**src/rtl/bus_arbiter_16.sv**
```systemverilog
// 16-requester round-robin bus arbiter with a one-cycle GAP after every release.
// Optional forced release after MAX_HOLD cycles is enabled by defining BUS_ARB_TIMEOUT_EN.
module bus_arbiter_16 #(
    parameter int MAX_HOLD = 8
) (
    input  logic        clk,
    input  logic        rst,
    input  logic [15:0] req,
    output logic [15:0] grant,
    output logic [3:0]  sel,
    output logic        bus_busy,
    output logic        timeout
);

    typedef enum logic [1:0] {IDLE, GRANT, GAP} state_t;

    state_t      r_state;
    logic [15:0] r_grant;
    logic [3:0]  r_sel;
    logic [3:0]  r_ptr;

    logic [3:0]  w_winner;
    logic        w_found;
    logic        w_force;

    if (MAX_HOLD < 2 || MAX_HOLD > 255) begin : g_bad_max_hold
        $error("bus_arbiter_16: MAX_HOLD must be in 2..255");
    end

    // Scan downward so the smallest offset from ptr is the last (winning) assignment.
    always_comb begin
        w_winner = '0;
        for (int k = 15; k >= 0; k--) begin
            if (req[r_ptr + 4'(k)]) begin
                w_winner = r_ptr + 4'(k);
            end
        end
        w_found = |req;
    end

`ifdef BUS_ARB_TIMEOUT_EN
    logic [7:0] r_hold;
    logic       r_timeout;

    assign w_force = (r_hold == 8'(MAX_HOLD - 1)) && (|(req & ~r_grant));

    always_ff @(posedge clk) begin
        if (rst) begin
            r_hold    <= '0;
            r_timeout <= 1'b0;
        end else begin
            r_timeout <= (r_state == GRANT) && req[r_sel] && w_force;
            if (r_state != GRANT) begin
                r_hold <= '0;
            end else if (r_hold != 8'(MAX_HOLD - 1)) begin
                r_hold <= r_hold + 8'd1;
            end
        end
    end

    assign timeout = r_timeout;
`else
    assign w_force = 1'b0;
    assign timeout = 1'b0;
`endif

    always_ff @(posedge clk) begin
        if (rst) begin
            r_state <= IDLE;
            r_grant <= '0;
            r_sel   <= '0;
            r_ptr   <= '0;
        end else begin
            case (r_state)
                IDLE, GAP: begin
                    if (w_found) begin
                        r_state <= GRANT;
                        r_grant <= 16'h0001 << w_winner;
                        r_sel   <= w_winner;
                        r_ptr   <= w_winner + 4'd1;
                    end else begin
                        r_state <= IDLE;
                        r_grant <= '0;
                    end
                end
                GRANT: begin
                    // A release (voluntary or forced) always passes through GAP; sel keeps the last owner.
                    if (!req[r_sel] || w_force) begin
                        r_state <= GAP;
                        r_grant <= '0;
                    end
                end
                default: begin
                    r_state <= IDLE;
                    r_grant <= '0;
                end
            endcase
        end
    end

    assign grant    = r_grant;
    assign sel      = r_sel;
    assign bus_busy = |r_grant;

endmodule

```
**config.mk**
```make
export PLATFORM = sky130hd
export DESIGN_NAME = bus_arbiter_16
export DESIGN_NICKNAME = d
export VERILOG_FILES = /design/src/rtl/bus_arbiter_16.sv
export SDC_FILE = /design/constraint.sdc
export NUM_CORES = 1
export LEC_CHECK = 0
export BUFFER_PORTS_ARGS = -buffer_cell sky130_fd_sc_hd__buf_2
export CAP_MARGIN = 20
export CORE_ASPECT_RATIO = 1.25
export CORE_MARGIN = 1.5
export CORE_UTILIZATION = 50
export DETAILED_ROUTE_END_ITERATION = 12
export PLACE_DENSITY = 0.75
export SYNTH_ARGS = -nofsm -noshare
export SYNTH_HDL_FRONTEND = slang
export SYNTH_SLANG_ARGS = --single-unit
```
**constraint.sdc**
```tcl
create_clock -name clk -period 10.6 [get_ports clk]
set_input_delay 2.12 -clock clk [delete_from_list [all_inputs] [get_ports clk]]
set_output_delay 2.12 -clock clk [all_outputs]
set_load 0.005 [all_outputs]
```
# Word-level counts from Yosys, hierarchy flattened
# Cells that the tools add are included.
[op_classes]
addsub = 16
n_mux = 56
shifts = 1
reduce_logical = 5
n_eq_ne = 3
magnitude_cmp = 17
[op_table]
columns = ["cell", "count"]
rows = [
  ["less-than comparator 4 x 5 -> 1 bit (second input constant)", 17],
  ["binary-select mux 1 bit (select 4 bit)", 17],
  ["two-way mux 4 bit", 16],
  ["adder 4 bit (second input constant)", 8],
  ["two-way mux 16 bit", 2],
  ["case mux 16 bit (2 select lines)", 1],
  ["OR reduction 16 bit", 2],
  ["two-way mux 1 bit", 18],
  ["adder 4 x 3 -> 4 bit (second input constant)", 4],
  ["<< shifter 1 x 4 -> 16 bit (first input constant)", 1],
  ["adder 4 x 1 -> 4 bit (second input constant)", 2],
  ["adder 4 x 2 -> 4 bit (second input constant)", 2],
  ["case mux 2 bit (2 select lines)", 1],
  ["equality test 2 x 1 -> 1 bit (second input constant)", 1],
  ["equality test 2 bit (second input constant)", 1],
  ["zero test 2 bit", 1],
  ["two-way mux 2 bit", 1],
  ["!= test 2 bit (second input constant)", 1],
  ["AND reduction 2 bit", 1],
  ["OR reduction 2 bit", 1],
]
[word_totals]
in_bits = 18
wordCells = 102
reg_bits = 26

# Depth between registers and ports, before layout
# Gate-level depths: netlist of run 1.
[logic_depth]
word_depth = 22
ltp_mapped = 21

# Worst setup path before layout of run 1
# Ideal clock, no wire load.
[synth_timing]
kind = "in2reg"
startpoint = "input port req[4]"
endpoint = "register r_grant[15] (netlist: grant[15])"
required_time_ps = 10472
arrival_time_ps = 4647
stages = 13
path_buffers = 1
setup_slack_ps = 5825
path_cell_list = "mux4_2 > mux4_2 > and3_1 > o311a_1 > o2111ai_2 > a41o_1 > buf_6 > nor2_2 > ha_1 > nand2_1 > nor2_1 > a21oi_1 > nor2_1"
[synth_between]
elab_chain_len = 21
elab_cells_between_ends = 55
[synth_lines]
columns = ["element", "line", "source"]
rows = [
  ["start, declared", "8", "input logic [15:0] req,"],
  ["binary-select mux 1 bit (select 4 bit)", "34", "if (req[r_ptr + 4'(k)]) begin"],
  ["two-way mux 1 bit (implied by the code)", "34", ""],
  ["two-way mux 4 bit (16 in a row)", "34", ""],
  ["<< shifter 1 x 4 -> 16 bit", "78", "r_grant <= 16'h0001 << w_winner;"],
  ["two-way mux 16 bit", "76", "if (w_found) begin"],
  ["case mux 16 bit (2 select lines)", "74", "case (r_state)"],
  ["end signal, assigned", "78", ""],
  ["end, declared", "18", "logic [15:0] r_grant;"],
]
# Several ways; a longest one is shown, not always the timed one. The select of a mux whose other input is x is not followed.
# A chain may end at the register's enable or synchronous reset.

# Worst setup path after layout of run 1
[layout_timing]
startpoint = "input port req[14]"
endpoint = "register r_grant[15] (netlist: grant[15])"
# The elaborated chain is that of the path after synthesis.

==> metrics, run 1 <==
Tmin final=5.257 ns; initial core utilization=51.05%; global-route wire length before repair=16.50 mm; CTS tree=yes; GRT overflow=0; HPWL after DPL=7.444 mm; die span in y=96.79 um; Vias=3,412; cell area after layout=0.003776 mm2; crit end category=flip-flop; Synth top area share=23.04%; worst-path maximum fanout=13; Crit. Startpoint=req[14]; startpoint of the worst-slack reg-to-reg timing path=r_ptr[0]; total wire length=10.01 mm; Combinational Power Share=82.6%; Post-Place Cells=490; Sw Share=52.99%; top cells by area, synth=mux4_2 (23%), dfxtp_1 (15%), mux2_2 (7.0%); most common cell after layout, fill and taps aside=buf_2; most frequent cells in the layout=buf_2 (38), mux4_2 (36), a21oi_1 (35), nand2_1 (31), nor2_1 (30); slew margin rel.=42.22%; clock skew=0.006245 ns; final setup TNS=0 ns; R2R setup slack=5.87 ns; routed len/inst=20.26 um; hold_buf cts=0; Critical Path RT=10.75 ns; # Max-Cap Violations=0; cts bufs inserted=3; Post-route DRC=0; Rows=34; clock sink count=26; final net count=431; post_cts resized=0; Worst Tran Pin Value=0.8425 ns; Mapped Cells=383; DRT iter0 DRCs=326; CTS max path bufs=2; status=finished, final reports clean; syn avg cell area=9.186 um2; Chip Width=78.03 um; Worst Setup EP=grant[15]; core area=0.006892 mm2; routability cong.=0.9319; synth unique cells=66; Synth Register Bits=26; RSZ-0062 raised after global routing=false; worst reg2reg path depth=16; Area growth syn-to-layout=7.326%; clock root buffer=clkbuf_8; Final ANT Viol Nets=0; Yosys Warn Count=0; critical path type=in2reg; total iterations of the first detailed-routing run=5; share of layout cells above drive strength 1=28.47%; Final Hold Vio Count=0; worst ir drop on vdd=0.0002176 V; post-CTS setup buffers=0; Netlist Area Pre-Place=0.003518 mm2; fill count=666; endpoints failing setup=0; clock-pin slew on the worst setup and hold paths=0.08 ns; GRT Total Usage=27.07%; IO Port Bufs=38; H-tree Lvls=1; Vias/cell=6.907; largest net degree at the start of global routing=34; filler-free cell count of the finished design=494; Pwr Total=1.283 mW; Setup WS pre-CTS=5.136 ns; top_reg_cell synth=dfxtp_1; post-synth net total=409; DIE AREA=0.007552 mm2; Seq/Total Area, Yosys=14.79%; initial antenna violation count=0; Worst setup SP type=primary input; # IOs=40; Reg power frac=11.1%; fin. max-slew vios=0; Switch Pwr=0.6802 mW; Hold Crit Class=reg2reg; vias in the first global route=3,248; R2R Path End=grant[15]; ant diodes=0; power density of the placed cells=339.9 mW/mm2; Post-synth EDFFs=0; Static Leak=1.382 nW; largest area contributor in the netlist=mux4_2; final period utilization=49.60%; Area after DPL=0.003705 mm2; post-synthesis async set-or-reset flop share=0%; internal power=0.6033 mW; Highest Clock Rate=190.2 MHz; Clk Latency, worst-skew pair=0.27 ns; Clock power frac=6.4%; Critical Path AT=5.41 ns; post-route worst setup slack=5.343 ns
metal layers:
| metal | vias up | part of all wire, % | global-route usage (%) |
|---|---|---|---|
| met5 | - | 0 | 0 |
| met4 | 0 | 2.2 | 7.555 |
| met3 | 19 | 6.5 | 2.453 |
| met2 | 170 | 51 | 46.22 |
| met1 | 1680 | 41 | 36.44 |
| li1 | 1543 | - | - |
state kept, by name, summed over array words and instances, names as in the netlist:
name / cells
grant: 16
r_ptr: 4
r_state: 2
sel: 4
cell families (layout without fill, tap and decap cells):
logic type | Yosys count | after routing | synth area share [%]
AO/OA/AOI/OAI | 93 | 93 | 18.35
XOR/XNOR | 14 | 14 | 3.699
adder cells (fa/ha/maj) | 8 | 8 | 2.845
buffers and inverters | 39 | 60 | 5.761
flip-flops | 26 | 26 | 14.79
multiplexers | 81 | 81 | 36.84
other | 1 | 1 | 0.1066
AND/OR/NAND/NOR | 121 | 121 | 17.60
cells in the mapped netlist, types with 2 or more instances:
cell type / instances
o22ai_1: 3
ha_1: 8
and3_1: 3
xor2_1: 3
a21oi_1: 35
nand2b_1: 4
a211oi_1: 4
buf_1: 4
buf_2: 5
nand4_1: 9
buf_6: 3
mux4_2: 36
o31a_1: 2
o211ai_1: 3
xnor2_1: 10
inv_1: 11
o32ai_1: 3
o221ai_1: 2
clkinv_1: 2
mux2_2: 22
nand3_1: 8
and3b_1: 3
dfxtp_1: 26
clkbuf_1: 10
nand2_1: 31
nor4_1: 10
o311a_1: 2
a31oi_1: 2
nor2b_1: 5
nor3_1: 5
mux2i_2: 2
mux2i_1: 21
a22oi_1: 4
nor2_1: 30
o21ai_0: 13
nand4b_1: 6
buf_4: 3
or3_1: 2
metrics by stage:
step                hold slack, ns  utilization [%]
floorplan                   0.3903                -
global placement            0.3984            53.76
detailed placement          0.4311            53.76
CTS                         0.4435            54.79
global route                0.4609            54.79
finish                      0.4453            54.79
worst max-delay path, cell delays in order:
cell and delay (ns):
buf_2 0.14, mux4_2 0.55, mux2i_1 0.36, mux2i_1 0.28
nor2_1 0.24, o211ai_1 0.11, a22o_1 0.27, nor3_2 0.68
nor2_2 0.12, ha_1 0.24, nand2_1 0.06, nor2_1 0.04
a21oi_1 0.13, nor2_1 0.05
layout make-up:
type	count	area [um2]	area share [%]
Tap cell	90	112.6	2.982
Clock buffer	3	41.29	1.093
Inverter	13	48.80	1.292
Clock inverter	1	30.03	0.7952
Timing Repair Buffer	43	227.7	6.030
Sequential cell	26	520.5	13.78
Multi-Input combinational cell	318	2795	74.02
power by group through the flow:
| stage | clock network [mW] | logic, mW | registers [mW] |
|---|---|---|---|
| 2_1_floorplan | 0 | 0.823 | 0.143 |
| 3_3_place_gp | 0 | 1.01 | 0.143 |
| 3_5_place_dp | 0 | 1.03 | 0.144 |
| 4_1_cts | 0.0833 | 1.04 | 0.142 |
| 5_1_grt | 0.0857 | 1.14 | 0.145 |
| 6_report | 0.0818 | 1.06 | 0.142 |
worst min path at each step:
stage          depth (start not counted)        from    endpoint
2_1_floorplan                          1  r_state[1]  r_state[1]
3_3_place_gp                           1  r_state[1]  r_state[1]
3_5_place_dp                           1  r_state[1]  r_state[1]
4_1_cts                                1  r_state[1]  r_state[1]
5_1_grt                                1  r_state[1]  r_state[1]
6_report                               1  r_state[1]  r_state[1]
No activity file was read; power rests on OpenSTA's default activity.
==> inputs of run 2 (changes only) <==
clock period = 5 ns   (was 10.6 ns; I/O delays follow)
==> metrics, run 2 (same netlist as run 1, synthesis figures left out) <==
clock sink count=26 (unchanged); Combinational Power Share=82.4% (was 82.6%); worst-path maximum fanout=32 (was 13); Final ANT Viol Nets=0 (unchanged); clock root buffer=clkbuf_8 (unchanged); endpoints failing setup=0 (unchanged); largest net degree at the start of global routing=33 (was 34); status=finished, final reports clean (unchanged); # IOs=40 (unchanged); DRT iter0 DRCs=314 (was 326); Clk Latency, worst-skew pair=0.28 ns (was 0.27 ns); Critical Path RT=5.19 ns (was 10.75 ns); Hold Crit Class=reg2reg (unchanged); critical path type=reg2reg (was in2reg); post-CTS setup buffers=0 (unchanged); CTS tree=yes (unchanged); final net count=434 (was 431); routed len/inst=20.01 um (was 20.26 um); routability cong.=0.9601 (was 0.9319); max reg flops=16 (unchanged); cts bufs inserted=3 (unchanged); total wire length=9.945 mm (was 10.01 mm); IO Port Bufs=38 (unchanged); clock skew=0.003436 ns (was 0.006245 ns); Chip Width=78.03 um (unchanged); RSZ-0062 raised after global routing=false (unchanged); worst hold slack=0.4218 ns (was 0.4453 ns); Vias/cell=6.881 (was 6.907); Worst setup SP type=flip-flop (was primary input); Sw Share=52.54% (was 52.99%); initial antenna violation count=0 (unchanged); most common cell after layout, fill and taps aside=buf_2 (unchanged); hold_buf cts=0 (unchanged); # Max-Cap Violations=0 (unchanged); global-route wire length before repair=16.26 mm (was 16.50 mm); GRT overflow=0 (unchanged); Final Hold Vio Count=0 (unchanged); die span in y=96.79 um (unchanged); vias in the first global route=3,175 (was 3,248); final setup TNS=0 ns (unchanged); Rows=34 (unchanged); Highest Clock Rate=246.6 MHz; H-tree Lvls=1 (unchanged); crit end category=flip-flop (unchanged); Critical Path AT=4.25 ns (was 5.41 ns); HPWL after DPL=7.463 mm (was 7.444 mm); initial core utilization=51.05% (unchanged); CTS max path bufs=2 (unchanged); DIE AREA=0.007552 mm2 (unchanged); Vias=3,420 (was 3,412); Static Leak=1.396 nW (was 1.382 nW); fill count=624 (was 666); most frequent cells in the layout=buf_2 (38), mux4_2 (36), a21oi_1 (35), nand2_1 (31), nor2_1 (30) (unchanged); post_cts resized=0 (unchanged); ant diodes=0 (unchanged); Tmin final=4.055 ns; internal power=1.302 mW (was 0.6033 mW); GRT Total Usage=26.70% (was 27.07%); clock-pin slew on the worst setup and hold paths=0.09 ns (was 0.08 ns); total iterations of the first detailed-routing run=5 (unchanged); final period utilization=81.10%; worst ir drop on vdd=0.0003698 V (was 0.0002176 V); Post-route DRC=0 (unchanged); fin. max-slew vios=0 (unchanged); Worst Tran Pin Value=0.8141 ns (was 0.8425 ns); Clock power frac=6.5% (was 6.4%); core area=0.006892 mm2 (unchanged); Area growth syn-to-layout=7.966% (was 7.326%); Switch Pwr=1.442 mW (was 0.6802 mW); slew margin rel.=44.17% (was 42.22%); power density of the placed cells=722.3 mW/mm2 (was 339.9 mW/mm2); Reg power frac=11.1% (about the same); share of layout cells above drive strength 1=28.99% (was 28.47%)
## run 2: stage by stage
| step | setup slack [ns] | instances | total power, mW | cell area (um2) | utilization [%] |
|---|---|---|---|---|---|
| 4_1_cts | 0.9795 | 497 | 2.692 | 3799 | 55.12 |
| 3_3_place_gp | 0.9870 | 493 | 2.471 | 3727 | 54.09 |
| 2_1_floorplan | 0.7728 | 383 | 2.047 | 3518 | - |
| 3_5_place_dp | 0.9365 | 493 | 2.503 | 3727 | 54.09 |
| 6_report | 0.9450 | 497 | 2.744 | 3799 | 55.12 |
| 5_1_grt | 0.5224 | 497 | 2.933 | 3799 | 55.12 |
## run 2: power groups by stage
stage,combinational (mW),clock (mW),sequential (mW)
2_1_floorplan,1.74,0,0.303
3_3_place_gp,2.17,0,0.304
3_5_place_dp,2.20,0,0.307
4_1_cts,2.21,0.179,0.303
5_1_grt,2.44,0.186,0.311
6_report,2.26,0.179,0.304
## run 2: cell type report
type                            count  area [um2]  share of cell area, %
Tap cell                           90       112.6                  2.964
Clock buffer                        3       41.29                  1.087
Timing Repair Buffer               46       250.2                  6.588
Multi-Input combinational cell    318        2795                  73.58
Sequential cell                    26       520.5                  13.70
Inverter                           13       48.80                  1.285
Clock inverter                      1       30.03                 0.7905
## run 2: per-layer routing
metal | GRT usage, % | routed length [um] | vias to the layer above
met5 | 0 | 0 | -
met4 | 10.03 | 280 | 0
met3 | 1.321 | 559 | 23
met2 | 44.62 | 4937 | 177
met1 | 36.39 | 4167 | 1663
li1 | - | - | 1557
## run 2: worst max-delay path: stages, from the launching register on
cell and delay, ns:
dfxtp_1 0.34, buf_4 0.41, ha_1 0.34, xor2_2 0.49, mux2i_1 0.26, mux2i_1 0.70
nor3_1 0.11, o32ai_1 0.51, o41ai_4 0.24, o31a_1 0.33, o32ai_1 0.22
## run 2: path summary, 6_finish.rpt
kind	startpoint	endpoint	slack [ns]	cells after the start
min	r_state[1]	r_state[1]	0.42	1
max reg2reg	r_ptr[0]	r_ptr[3]	0.95	10
min reg2reg	r_state[1]	r_state[1]	0.42	1
max	r_ptr[0]	r_ptr[3]	0.95	10
